$ cat src/rtl/vga_timing_pkg.sv
// Shared types and default timing for the VGA/DVI timing generator.
// The defaults describe 640x480@60 with a 25.175 MHz pixel clock.
package vga_timing_pkg;

    // Horizontal timing in pixel clocks
    localparam int VGA_H_ACTIVE = 640;
    localparam int VGA_H_FP     = 16;
    localparam int VGA_H_SYNC   = 96;
    localparam int VGA_H_BP     = 48;

    // Vertical timing in lines
    localparam int VGA_V_ACTIVE = 480;
    localparam int VGA_V_FP     = 10;
    localparam int VGA_V_SYNC   = 2;
    localparam int VGA_V_BP     = 33;

    // Default pixel-generator latency and colour depth
    localparam int VGA_PIX_LAT  = 2;
    localparam int VGA_COLOR_W  = 8;

    // One pixel at the default colour depth
    typedef struct packed {
        logic [VGA_COLOR_W-1:0] r;
        logic [VGA_COLOR_W-1:0] g;
        logic [VGA_COLOR_W-1:0] b;
    } rgb_t;

    // Test-pattern bars; the encoding is the {R,G,B} on/off triple
    typedef enum logic [2:0] {
        BAR_BLACK   = 3'b000,
        BAR_BLUE    = 3'b001,
        BAR_GREEN   = 3'b010,
        BAR_CYAN    = 3'b011,
        BAR_RED     = 3'b100,
        BAR_MAGENTA = 3'b101,
        BAR_YELLOW  = 3'b110,
        BAR_WHITE   = 3'b111
    } bar_color_e;

endpackage

$ cat src/rtl/vga_delay_line.sv
// Resettable shift register used to align sync/blank/bar with the
// external pixel pipeline. DEPTH=0 degenerates to a plain wire.
module vga_delay_line #(
    parameter int W     = 1,
    parameter int DEPTH = 1
) (
    input  logic         vgaclk,
    input  logic         reset,
    input  logic [W-1:0] din,
    output logic [W-1:0] dout
);

    generate
        if (DEPTH == 0) begin : g_wire
            // Clock and reset have no job without stages
            logic unused_ctrl;
            assign unused_ctrl = vgaclk ^ reset;
            assign dout        = din;
        end else begin : g_shift
            logic [W-1:0] stage [DEPTH];

            // Shift the raw timing word one stage per pixel clock
            always_ff @(posedge vgaclk or posedge reset) begin
                if (reset) begin
                    // NOTE: every stage is cleared, not just the head, so that
                    // no stale sync or data-enable leaks out after reset.
                    for (int i = 0; i < DEPTH; i++) stage[i] <= '0;
                end else begin
                    stage[0] <= din;
                    for (int i = 1; i < DEPTH; i++) stage[i] <= stage[i-1];
                end
            end

            assign dout = stage[DEPTH-1];
        end
    endgenerate

endmodule

$ cat src/rtl/vga_timing_gen.sv
// Parametrised VGA/DVI timing generator. Owns the h/v counters, issues
// (x,y) to the pixel generator and re-aligns sync/blank with the returned
// colour after the generator's PIX_LAT-cycle pipeline. Optional colour bars.
module vga_timing_gen
    import vga_timing_pkg::*;
#(
    parameter int H_ACTIVE  = VGA_H_ACTIVE,
    parameter int H_FP      = VGA_H_FP,
    parameter int H_SYNC    = VGA_H_SYNC,
    parameter int H_BP      = VGA_H_BP,
    parameter int V_ACTIVE  = VGA_V_ACTIVE,
    parameter int V_FP      = VGA_V_FP,
    parameter int V_SYNC    = VGA_V_SYNC,
    parameter int V_BP      = VGA_V_BP,
    parameter bit HSYNC_POL = 1'b0,
    parameter bit VSYNC_POL = 1'b0,
    parameter int PIX_LAT   = VGA_PIX_LAT,
    parameter int COLOR_W   = VGA_COLOR_W,
    localparam int HTOTAL   = H_ACTIVE + H_FP + H_SYNC + H_BP,
    localparam int VTOTAL   = V_ACTIVE + V_FP + V_SYNC + V_BP,
    localparam int CNT_W    = $clog2((HTOTAL > VTOTAL) ? HTOTAL : VTOTAL)
) (
    input  logic               vgaclk,
    input  logic               reset,
    input  logic               pattern_en,
    input  logic [COLOR_W-1:0] r_in,
    input  logic [COLOR_W-1:0] g_in,
    input  logic [COLOR_W-1:0] b_in,
    output logic [CNT_W-1:0]   x,
    output logic [CNT_W-1:0]   y,
    output logic               active,
    output logic               line_start,
    output logic               frame_start,
    output logic               hsync,
    output logic               vsync,
    output logic               sync_b,
    output logic               blank_b,
    output logic [COLOR_W-1:0] r,
    output logic [COLOR_W-1:0] g,
    output logic [COLOR_W-1:0] b
);

    localparam logic [CNT_W-1:0]   H_LAST   = CNT_W'(HTOTAL - 1);
    localparam logic [CNT_W-1:0]   V_LAST   = CNT_W'(VTOTAL - 1);
    localparam int                 HS_START = H_ACTIVE + H_FP;
    localparam int                 HS_END   = H_ACTIVE + H_FP + H_SYNC;
    localparam int                 VS_START = V_ACTIVE + V_FP;
    localparam int                 VS_END   = V_ACTIVE + V_FP + V_SYNC;
    localparam logic [CNT_W+2:0]   H_ACT_W  = (CNT_W+3)'(H_ACTIVE);

    logic [CNT_W-1:0] hcnt, vcnt;
    logic             raw_hs, raw_vs, raw_de;
    bar_color_e       bar;
    logic [CNT_W+2:0] bar_prod;
    logic             d_hs, d_vs, d_de;
    logic [2:0]       d_bar;

    // Raster position: hcnt sweeps a line, vcnt advances on each line wrap
    always_ff @(posedge vgaclk or posedge reset) begin
        if (reset) begin
            hcnt <= '0;
            vcnt <= '0;
        end else if (hcnt == H_LAST) begin
            // NOTE: state registers use <= so each one sees the pre-edge
            // value of the others regardless of statement order.
            hcnt <= '0;
            vcnt <= (vcnt == V_LAST) ? '0 : vcnt + 1'b1;
        end else begin
            hcnt <= hcnt + 1'b1;
        end
    end

    // hcnt*8 is held in CNT_W+3 bits so the bar product never overflows
    assign bar_prod = {hcnt, 3'b000};

    // Decode raw (undelayed) sync, data-enable and bar colour from the counters
    always_comb begin
        // NOTE: defaults come first so every path assigns every output and
        // no latch can be inferred.
        raw_hs = 1'b0;
        raw_vs = 1'b0;
        raw_de = 1'b0;
        bar    = BAR_BLACK;
        if (int'(hcnt) >= HS_START && int'(hcnt) < HS_END) raw_hs = 1'b1;
        if (int'(vcnt) >= VS_START && int'(vcnt) < VS_END) raw_vs = 1'b1;
        if (int'(hcnt) < H_ACTIVE && int'(vcnt) < V_ACTIVE) raw_de = 1'b1;
        bar = bar_color_e'(3'(bar_prod / H_ACT_W));
    end

    assign x           = hcnt;
    assign y           = vcnt;
    assign active      = raw_de;
    assign line_start  = (hcnt == '0);
    assign frame_start = (hcnt == '0) && (vcnt == '0);

    // Timing word travels the same latency as the external pixel pipeline
    vga_delay_line #(
        .W     (6),
        .DEPTH (PIX_LAT)
    ) u_delay (
        .vgaclk (vgaclk),
        .reset  (reset),
        .din    ({raw_hs, raw_vs, raw_de, bar}),
        .dout   ({d_hs, d_vs, d_de, d_bar})
    );

    // Output register: apply sync polarity, choose pattern or input, blank outside de
    always_ff @(posedge vgaclk or posedge reset) begin
        if (reset) begin
            hsync   <= !HSYNC_POL;
            vsync   <= !VSYNC_POL;
            sync_b  <= 1'b1;
            blank_b <= 1'b0;
            r       <= '0;
            g       <= '0;
            b       <= '0;
        end else begin
            hsync   <= d_hs ? HSYNC_POL : !HSYNC_POL;
            vsync   <= d_vs ? VSYNC_POL : !VSYNC_POL;
            sync_b  <= !(d_hs || d_vs);
            blank_b <= d_de;
            if (!d_de) begin
                r <= '0;
                g <= '0;
                b <= '0;
            end else if (pattern_en) begin
                r <= {COLOR_W{d_bar[2]}};
                g <= {COLOR_W{d_bar[1]}};
                b <= {COLOR_W{d_bar[0]}};
            end else begin
                r <= r_in;
                g <= g_in;
                b <= b_in;
            end
        end
    end

endmodule
$ cat config.mk
export PLATFORM = sky130hd
export DESIGN_NAME = vga_timing_gen
export DESIGN_NICKNAME = d
export VERILOG_FILES = /design/src/rtl/vga_timing_pkg.sv /design/src/rtl/vga_delay_line.sv /design/src/rtl/vga_timing_gen.sv
export SDC_FILE = /design/constraint.sdc
export NUM_CORES = 1
export LEC_CHECK = 0
export BUFFER_PORTS_ARGS = -buffer_cell sky130_fd_sc_hd__buf_2
export CAP_MARGIN = 20
export CORE_MARGIN = 2
export CORE_UTILIZATION = 35
export DETAILED_ROUTE_END_ITERATION = 12
export PLACE_DENSITY = 0.59
export SLEW_MARGIN = 20
export SYNTH_ARGS = -nofsm -noshare
export SYNTH_HDL_FRONTEND = slang
export SYNTH_SLANG_ARGS = --single-unit
$ cat constraint.sdc
create_clock -name vgaclk -period 2.94 [get_ports vgaclk]
set_input_delay 0.294 -clock vgaclk [delete_from_list [all_inputs] [get_ports vgaclk]]
set_output_delay 0.294 -clock vgaclk [all_outputs]
set_load 0.02 [all_outputs]
* After elaboration in Yosys (flattened, before gate mapping)
Cells that the tools add are included.
W data, S select, Z words.
** Word-level totals
- Register bits after elaboration :: 60
- Bits of input ports :: 27
** Operators by class
- Add/sub/neg operators :: 2
- Eq/ne operators :: 2
- Muxes and demuxes :: 13
- Div/mod/pow operators :: 1
- Reductions and logical operators :: 8
- $lt $le $gt $ge :: 6
** Operators with widths (number)
- $mux W8 :: 6
- $add A10 B1 Y10 const B :: 2
- $eq A10 B10 Y1 const B :: 2
- $logic_not A10 Y1 :: 2
- $lt A10 B10 Y1 const B :: 2
- $lt A10 B9 Y1 const B :: 2
- $mux W10 :: 2
- $div A13 B10 Y13 const B :: 1
- $ge A10 B10 Y1 const B :: 1
- $ge A10 B9 Y1 const B :: 1
- $mux W1 :: 5
- $logic_and A1 B1 Y1 :: 4
- $logic_not A1 Y1 :: 1
- $logic_or A1 B1 Y1 :: 1

* Longest topological paths before layout
Gate-level depths: netlist of the first run.
- Depth in word-level cells :: 3
- Depth in mapped cells :: 6
- Depth with buffers taken out :: 6

* By module
From an unflattened synthesis of the first run, not the netlist that was laid out.
** Second synthesis, totals
- Cells, all modules :: 249
- Area total of the unflattened synthesis :: 2743.9 sq um
** By module, submodules not included
- vga_timing_gen :: times used 1, area each 2394.8 sq um, cells an instance 230
- vga_delay_line :: times used 1, area each 349.1 sq um, cells an instance 19

* Least setup slack after synthesis of the first run
OpenSTA, ideal clock, no wires.
- Path type :: register to output
- Start :: reg hcnt[5], in the netlist x[5]
- End :: out frame_start
- Arrival time :: 1578 ps
- Path slack :: 1068 ps
- Cell stages (with the launch flop) :: 5
- Cell sequence :: dfrtp_1 > or2_1 > nor3_1 > and4_1 > and4_1
** On the way
- Longest elaborated chain between the ends :: 2
** Ends and longest elaborated chain
- start: declaration :: line vga_timing_gen.sv:51 : logic [CNT_W-1:0] hcnt, vcnt;
- start signal: assignment :: line vga_timing_gen.sv:69 : hcnt <= hcnt + 1'b1;
- $logic_not A10 Y1
- net line_start :: line vga_timing_gen.sv:32 : output logic line_start,
- $logic_and A1 B1 Y1 :: line vga_timing_gen.sv:94 : assign frame_start = (hcnt == '0) && (vcnt == '0);
- end: declaration :: line vga_timing_gen.sv:33 : output logic frame_start,
The timed path passes the listed nets, and every way through them passes these cells.

* Worst setup path after layout of the first run
- Start :: reg hcnt[5], in the netlist x[5]
- End :: out frame_start
** On the way
- Longest elaborated chain between the ends :: 2
** Ends and longest elaborated chain (line)
- $logic_not A10 Y1 :: vga_timing_gen.sv:94
- $logic_and A1 B1 Y1 :: vga_timing_gen.sv:94
Every way passes these cells.

==> summary.txt, run 1 <==
Timing
  • Slew Limit Fails: 0
  • Final Cycle Share: 77.3%
  • RSZ-0062 raised after global routing: no
  • Fmax: 440 MHz
  • Post-route minimum period: 2.27 ns
  • Slew headroom: 60.8%
  • Pin slew with the least headroom to its limit: 0.588 ns
  • Setup tns final: 0 ns
  • Worst Skew: 0.00859 ns
  • Worst hold slack: -0.00608 ns
  • Final setup fails: 0
  • Fin. Hold Viols: 11

Global routing
  • Initial antenna violation count: 0
  • Vias in the first global route: 1982
  • Gr ovfl total: 0
  • Tot GR Track Use: 14.4%
  • First-pass GRT wire length: 9.69 mm
  • Largest net degree at the start of global routing: 36

Final layout
  • Share of layout cells above drive strength 1: 32.4%
  • Footprint of the multi-input gates: 1080 um2
  • Area grow syn2layout: 25.6%
  • Post-route cell area: 3360 um2
  • Storage cell area: 1510 um2
  • Fill count: 719
  • Net count, final: 351
  • Layout Cells excl Fill: 423
  • Number of inserted diodes: 0

Pwr
  • Switching Share: 23.3%
  • Internal Pwr Total: 1.30 mW
  • Clock Power Share: 44.2%
  • Maximum VDD drop: 0.000242 V
  • Flop pwr share: 50.1%
  • PD cells: 503 nW/um2
  • Logic gate share of total power: 5.7%
  • Leak Pwr: 1.60 nW
  • Switching pwr: 0.393 mW

Routing
  • Drt pass-1 iters: 4
  • DR iter-0 viols: 69
  • Drt wl/cell: 13.2 um
  • Final WL: 5.57 mm
  • DRC: 0
  • DRT antenna net count: 0
  • Via/cell ratio: 4.77
  • Vias: 2018

Clocking
  • CTS Sinks: 60
  • Clock root buffer master: clkbuf_8
  • CTS resizes: 0
  • Clock buffer depth: 2
  • Hold-fix buffers, CTS: 0
  • Total CTS buffers: 9
  • TritonCTS clock tree: yes
  • H-tree Lvls: 3
  • Clock slew seen by the registers of the worst setup and hold paths: 0.07 ns
  • Post-CTS Setup Repair Bufs: 0
  • Worst-Skew Late Latency: 0.33 ns

Die
  • Starting Density: 36.5%
  • Die width: 91.4 um
  • Cell Rows: 31
  • Ports: 78
  • Die H: 91.4 um
  • Die area: 8350 um2
  • Core area: 7330 um2

Logic synthesis
  • #FFs+latches synth: 60
  • Post-synthesis sequential area ratio: 56.3%
  • Net Count, Synth: 272
  • Avg Synthesized Cell Area: 11.1 um2
  • Syn Inst Count: 240
  • Synthesis Warnings: 0
  • Synth cell types: 45
  • Synthesized cell area: 2670 um2

Critical path
  • CP arrival: 1.98 ns
  • Worst Path Max Fanout: 16
  • Worst Setup End Kind: output port
  • Critical path class: reg -> out
  • Worst Path Required: 2.65 ns
  • Critical Path Start Type: flip-flop

Run status
  • Status: finished with violations
  • Failing checks: negative hold slack

Place
  • DP HPWL: 3.89 mm
  • Port buffer count: 77
  • Placed insts: 407
  • Area after DPL: 3150 um2
  • Routability Congestion: 0.738

Hold path
  • Hold WC Path Type: in -> async

Job
  • MaxCap Viol Count: 0
[registers in the layout, indices dropped and copies added, names as in the netlist, 6 cells and up]
| register | count |
|---|---|
| y | 10 |
| u_delay.g_shift.stage | 6 |
| b | 8 |
| g | 8 |
| x | 10 |
| r | 8 |
| u_delay.dout | 6 |
[per-stage QoR]
step / utilization (%) / power [mW] / hold WS, ns / setup slack (ns)
after floorplan: - / 0.916 / 0.331 / 1.07
after global placement: 43.0 / 0.960 / 0.332 / 1.07
after detailed placement: 43.0 / 0.961 / 0.336 / 1.02
after CTS: 45.8 / 1.72 / 0.00554 / 0.646
after global routing: 45.8 / 1.76 / 0.0307 / 0.527
final: 45.8 / 1.69 / -0.00608 / 0.667
[synth_stat cells (all sizes together)]
cell type | count | area, um2
a21boi | 24 | 180
a21o | 2 | 16.3
a21oi | 6 | 30.0
a22o | 1 | 8.76
a31oi | 1 | 6.26
a32oi | 1 | 8.76
and2 | 1 | 7.51
and3 | 3 | 23.8
and3b | 1 | 8.76
and4 | 4 | 36.3
and4b | 1 | 10.0
buf | 2 | 10.0
clkbuf | 9 | 33.8
dfrtp | 57 | 1430
dfstp | 3 | 78.8
ha | 5 | 62.6
inv | 11 | 41.3
maj3 | 2 | 20.0
mux2i | 1 | 10.0
nand2 | 9 | 33.8
nand2b | 26 | 163
nand3 | 14 | 82.6
nand4 | 2 | 12.5
nand4b | 1 | 8.76
nor2 | 10 | 45.0
nor2b | 1 | 6.26
nor3 | 7 | 35.0
nor4 | 4 | 31.3
o2111a | 1 | 11.3
o211ai | 1 | 7.51
o21ai | 10 | 50.1
o311a | 1 | 10.0
o31a | 1 | 8.76
o32ai | 1 | 8.76
o41ai | 1 | 8.76
or2 | 1 | 6.26
or4b | 1 | 10.0
xnor2 | 9 | 78.8
xor2 | 4 | 35.0
[metal layers]
metal  global-route usage, %  vias up  part of all wire (%)
met1                    19.4      942                    49
met4                    6.44        0                   1.8
li1                        -      993                     -
met5                       0        -                     0
met3                    3.24        9                   5.6
met2                    22.2       74                    44
[power groups by stage]
stage	Sequential [mW]	Clock, mW	Combinational [mW]
after global routing	0.846	0.809	0.109
after global placement	0.861	0	0.0990
after detailed placement	0.861	0	0.100
final	0.846	0.747	0.0970
after floorplan	0.884	0	0.0321
after CTS	0.845	0.779	0.100
[cells by family (layout without fill, tap and decap cells)]
kind of cell | count (synthesis) | after routing | share of synthesized area (%)
xor+xnor | 13 | 13 | 4.26
mux | 1 | 1 | 0.375
simple gates | 86 | 86 | 19.5
compound gates | 51 | 51 | 13.3
fa+ha+maj | 7 | 7 | 3.09
buf+inv | 22 | 106 | 3.18
flops | 60 | 60 | 56.3
[worst max-delay path, cell delays in order, from the launching register on]
cell and delay, ns:
dfrtp_1 0.57, or2_1 0.36, nor3_1 0.14, and4_1 0.23
and4_1 0.18, buf_2 0.17
[placed cells by master (no fill, tap or decap), types with 10 or more instances in the layout]
cell type / count
nand2b_1: 26
dfrtp_1: 57
nand3_1: 13
clkbuf_8: 10
buf_2: 77
a21boi_0: 24
o21ai_0: 10
inv_1: 10
[area by class of cell]
cell class,count,area share (%)
multi-input combinational,158,32.3
sequential,60,44.9
tap,99,3.69
clock buffer,11,4.21
clock inverter,5,1.83
timing repair buffer,79,11.9
inverter,11,1.23
[final timing paths]
check                                          from         endpoint  slack [ns]  cells after the start
max                                            x[5]      frame_start        0.67                      5
max reg2reg                                    x[8]             y[9]        1.09                      4
min in group vgaclk                         b_in[6]             b[6]        0.22                      3
min                                           reset             y[6]      -0.006                      2
min reg2reg                u_delay.g_shift.stage[7]  u_delay.dout[1]        0.35                      0
max in group asynchronous                     reset           sync_b        2.06                      3
Note: power is estimated with default switching activity, not from simulation.
==> run 2: changes to the inputs <==
--- a/config.mk
+++ b/config.mk
@@ -10,7 +10,7 @@
 export CORE_MARGIN = 2
 export CORE_UTILIZATION = 35
 export DETAILED_ROUTE_END_ITERATION = 12
-export PLACE_DENSITY = 0.59
+export PLACE_DENSITY = 0.61
 export SLEW_MARGIN = 20
 export SYNTH_ARGS = -nofsm -noshare
 export SYNTH_HDL_FRONTEND = slang
==> constraint.sdc (replaced) <==
create_clock -name vgaclk -period 2 [get_ports vgaclk]
set_input_delay 0.2 -clock vgaclk [delete_from_list [all_inputs] [get_ports vgaclk]]
set_output_delay 0.2 -clock vgaclk [all_outputs]
set_load 0.02 [all_outputs]
==> run 2 against run 1 <==
The run now ends clean; routed wire length rose by 1.2%; setup slack got worse by 0.53 ns; non-clock buffer count rose by 7; largest cell class unchanged; clock skew fell by 0.0028 ns; power rose by 53%; clock power rose by 61%; global-route usage rose by 0.11 points.
==> summary.txt, run 2 (same netlist as run 1, synthesis figures left out) <==
Routing
  • DR iter-0 viols: 94 (+36%)
  • Vias: 2046 (+1.4%)
  • Via/cell ratio: 4.76 (-0.26%)
  • Drt wl/cell: 13.1 um (-0.41%)
  • DRT antenna net count: 0 (unchanged)
  • Drt pass-1 iters: 4 (unchanged)
  • Final WL: 5.64 mm (+1.2%)
  • DRC: 0 (unchanged)

Critical path
  • Worst Path Max Fanout: 4 (-12)
  • Critical Path Start Type: flip-flop
  • Critical path class: reg -> out
  • Reg2Reg Setup Slack: 0.25 ns (-0.84 ns)
  • FF-to-FF Start: x[0]
  • Worst setup path endpoint: frame_start
  • Reg2Reg Depth: 5 (+1)
  • CP Launch Point: x[5]
  • Capture point of the worst reg-to-reg path: y[9]
  • Worst Path Required: 1.80 ns (-0.85 ns)
  • CP arrival: 1.66 ns (-0.32 ns)
  • Worst Setup End Kind: output port

Job
  • MaxCap Viol Count: 0 (unchanged)

Timing
  • Slew Limit Fails: 0 (unchanged)
  • Pin slew with the least headroom to its limit: 0.617 ns (+0.0292 ns)
  • Worst Skew: 0.00580 ns (-0.00279 ns)
  • Fin. Hold Viols: 0 (-11)
  • Slew headroom: 58.9% (-1.9 points)
  • Fmax: 538 MHz
  • Fin worst setup slack: 0.140 ns (-0.527 ns)
  • Final Cycle Share: 93.0%
  • RSZ-0062 raised after global routing: no
  • Setup tns final: 0 ns (unchanged)
  • Post-route minimum period: 1.86 ns
  • Final setup fails: 0 (unchanged)
  • Worst hold slack: 0.123 ns (+0.129 ns)

Run status
  • Status: finished clean

Global routing
  • Largest net degree at the start of global routing: 61 (+69%)
  • Initial antenna violation count: 0 (unchanged)
  • Vias in the first global route: 1995 (+0.66%)
  • First-pass GRT wire length: 9.71 mm (+0.22%)
  • Tot GR Track Use: 14.5% (+0.11 points)
  • Gr ovfl total: 0 (unchanged)

Die
  • Cell Rows: 31 (unchanged)
  • Die H: 91.4 um (unchanged)
  • Die area: 8350 um2 (unchanged)
  • Ports: 78 (unchanged)
  • Die width: 91.4 um (unchanged)
  • Core area: 7330 um2 (unchanged)
  • Starting Density: 36.5% (unchanged)

Clocking
  • Clock buffer depth: 2 (unchanged)
  • Post-CTS Setup Repair Bufs: 0 (unchanged)
  • Worst-Skew Late Latency: 0.33 ns (about the same)
  • TritonCTS clock tree: yes
  • Total CTS buffers: 9 (unchanged)
  • H-tree Lvls: 3 (unchanged)
  • CTS Sinks: 60 (unchanged)
  • Clock root buffer master: clkbuf_8
  • Clock slew seen by the registers of the worst setup and hold paths: 0.07 ns (about the same)

Pwr
  • PD cells: 750 nW/um2 (+49%)
  • Leak Pwr: 1.65 nW (+2.8%)
  • Maximum VDD drop: 0.000428 V (+77%)

Place
  • Routability Congestion: 0.833 (+13%)
  • Area after DPL: 3210 um2 (+1.8%)
  • DP HPWL: 3.88 mm (-0.23%)
  • Dpl ws: 0.233 ns (-0.788 ns)
  • Port buffer count: 77 (unchanged)

Final layout
  • Area grow syn2layout: 29.2%
  • Footprint of the multi-input gates: 1090 um2 (+0.81%)
  • Fill count: 699 (-2.8%)
  • Share of layout cells above drive strength 1: 34.7% (+2.3 points)
  • Net count, final: 358 (+2.0%)
  • Post-route cell area: 3450 um2 (+2.9%)
  • Commonest non-fill, non-tap cells in the layout: buf_2 (77), dfrtp_1 (56), nand2b_1 (26), a21boi_0 (24), nand3_1 (13)
  • Number of inserted diodes: 0 (unchanged)
  • Leading cell type in the layout, fill and taps excluded: buf_2
  • Storage cell area: 1510 um2 (about the same)

Hold path
  • Hold WC Path Type: in -> reg
==> run 2: worst min path at each step <==
| stage | from | end | slack [ns] | cells past startpoint |
|---|---|---|---|---|
| 4_1_cts | g_in[3] | g[3] | 0.10 | 3 |
| 6_report | r_in[5] | r[5] | 0.12 | 3 |
| 3_5_place_dp | reset | r[3] | 0.29 | 3 |
| 2_1_floorplan | u_delay.g_shift.stage[6] | u_delay.dout[0] | 0.33 | 0 |
| 5_1_grt | r_in[2] | r[2] | 0.12 | 3 |
| 3_3_place_gp | reset | r[3] | 0.29 | 3 |
==> run 2: per-stage QoR <==
step,utilization [%],instances,total power [mW]
2_1_floorplan,-,240,1.35
3_3_place_gp,43.8,413,1.41
3_5_place_dp,43.8,413,1.41
4_1_cts,47.0,430,2.65
5_1_grt,47.1,430,2.72
6_report,47.1,430,2.59
==> run 2: timing repair <==
| action | CTS | global route |
|---|---|---|
| endpoints found under the setup margin | 0 | 1 |
| hold buffers | 1 | 0 |
| resized for setup | 0 | 3 |
| endpoints found under the hold margin | 57 | 0 |
==> run 2: metal layers <==
metal,vias to the layer above,track usage (%),share of wire [%]
li1,999,-,-
met1,962,19.1,47
met2,78,22.3,44
met3,7,5.81,7.7
met4,0,3.79,0.99
met5,-,0,0
==> run 2: where the power goes <==
| part | internal, mW | total, mW | leakage (nW) | switching [mW] |
|---|---|---|---|---|
| clock network | 0.707 | 1.20 | 0.110 | 0.494 |
| logic | 0.0586 | 0.147 | 0.767 | 0.0879 |
| registers | 1.24 | 1.24 | 0.770 | 0.00547 |
==> run 2: critical path, stage by stage, from the launching register on <==
cell and delay, ns:
dfrtp_1 0.38, or2_4 0.27, nor3_1 0.12, and4_1 0.22, and4_1 0.18, buf_2 0.16
==> run 2: area by class of cell <==
cell class	count	share of cell area [%]
sequential	60	43.6
timing repair buffer	86	13.6
clock buffer	9	3.59
clock inverter	7	2.86
multi-input combinational	158	31.6
inverter	11	1.20
tap	99	3.59
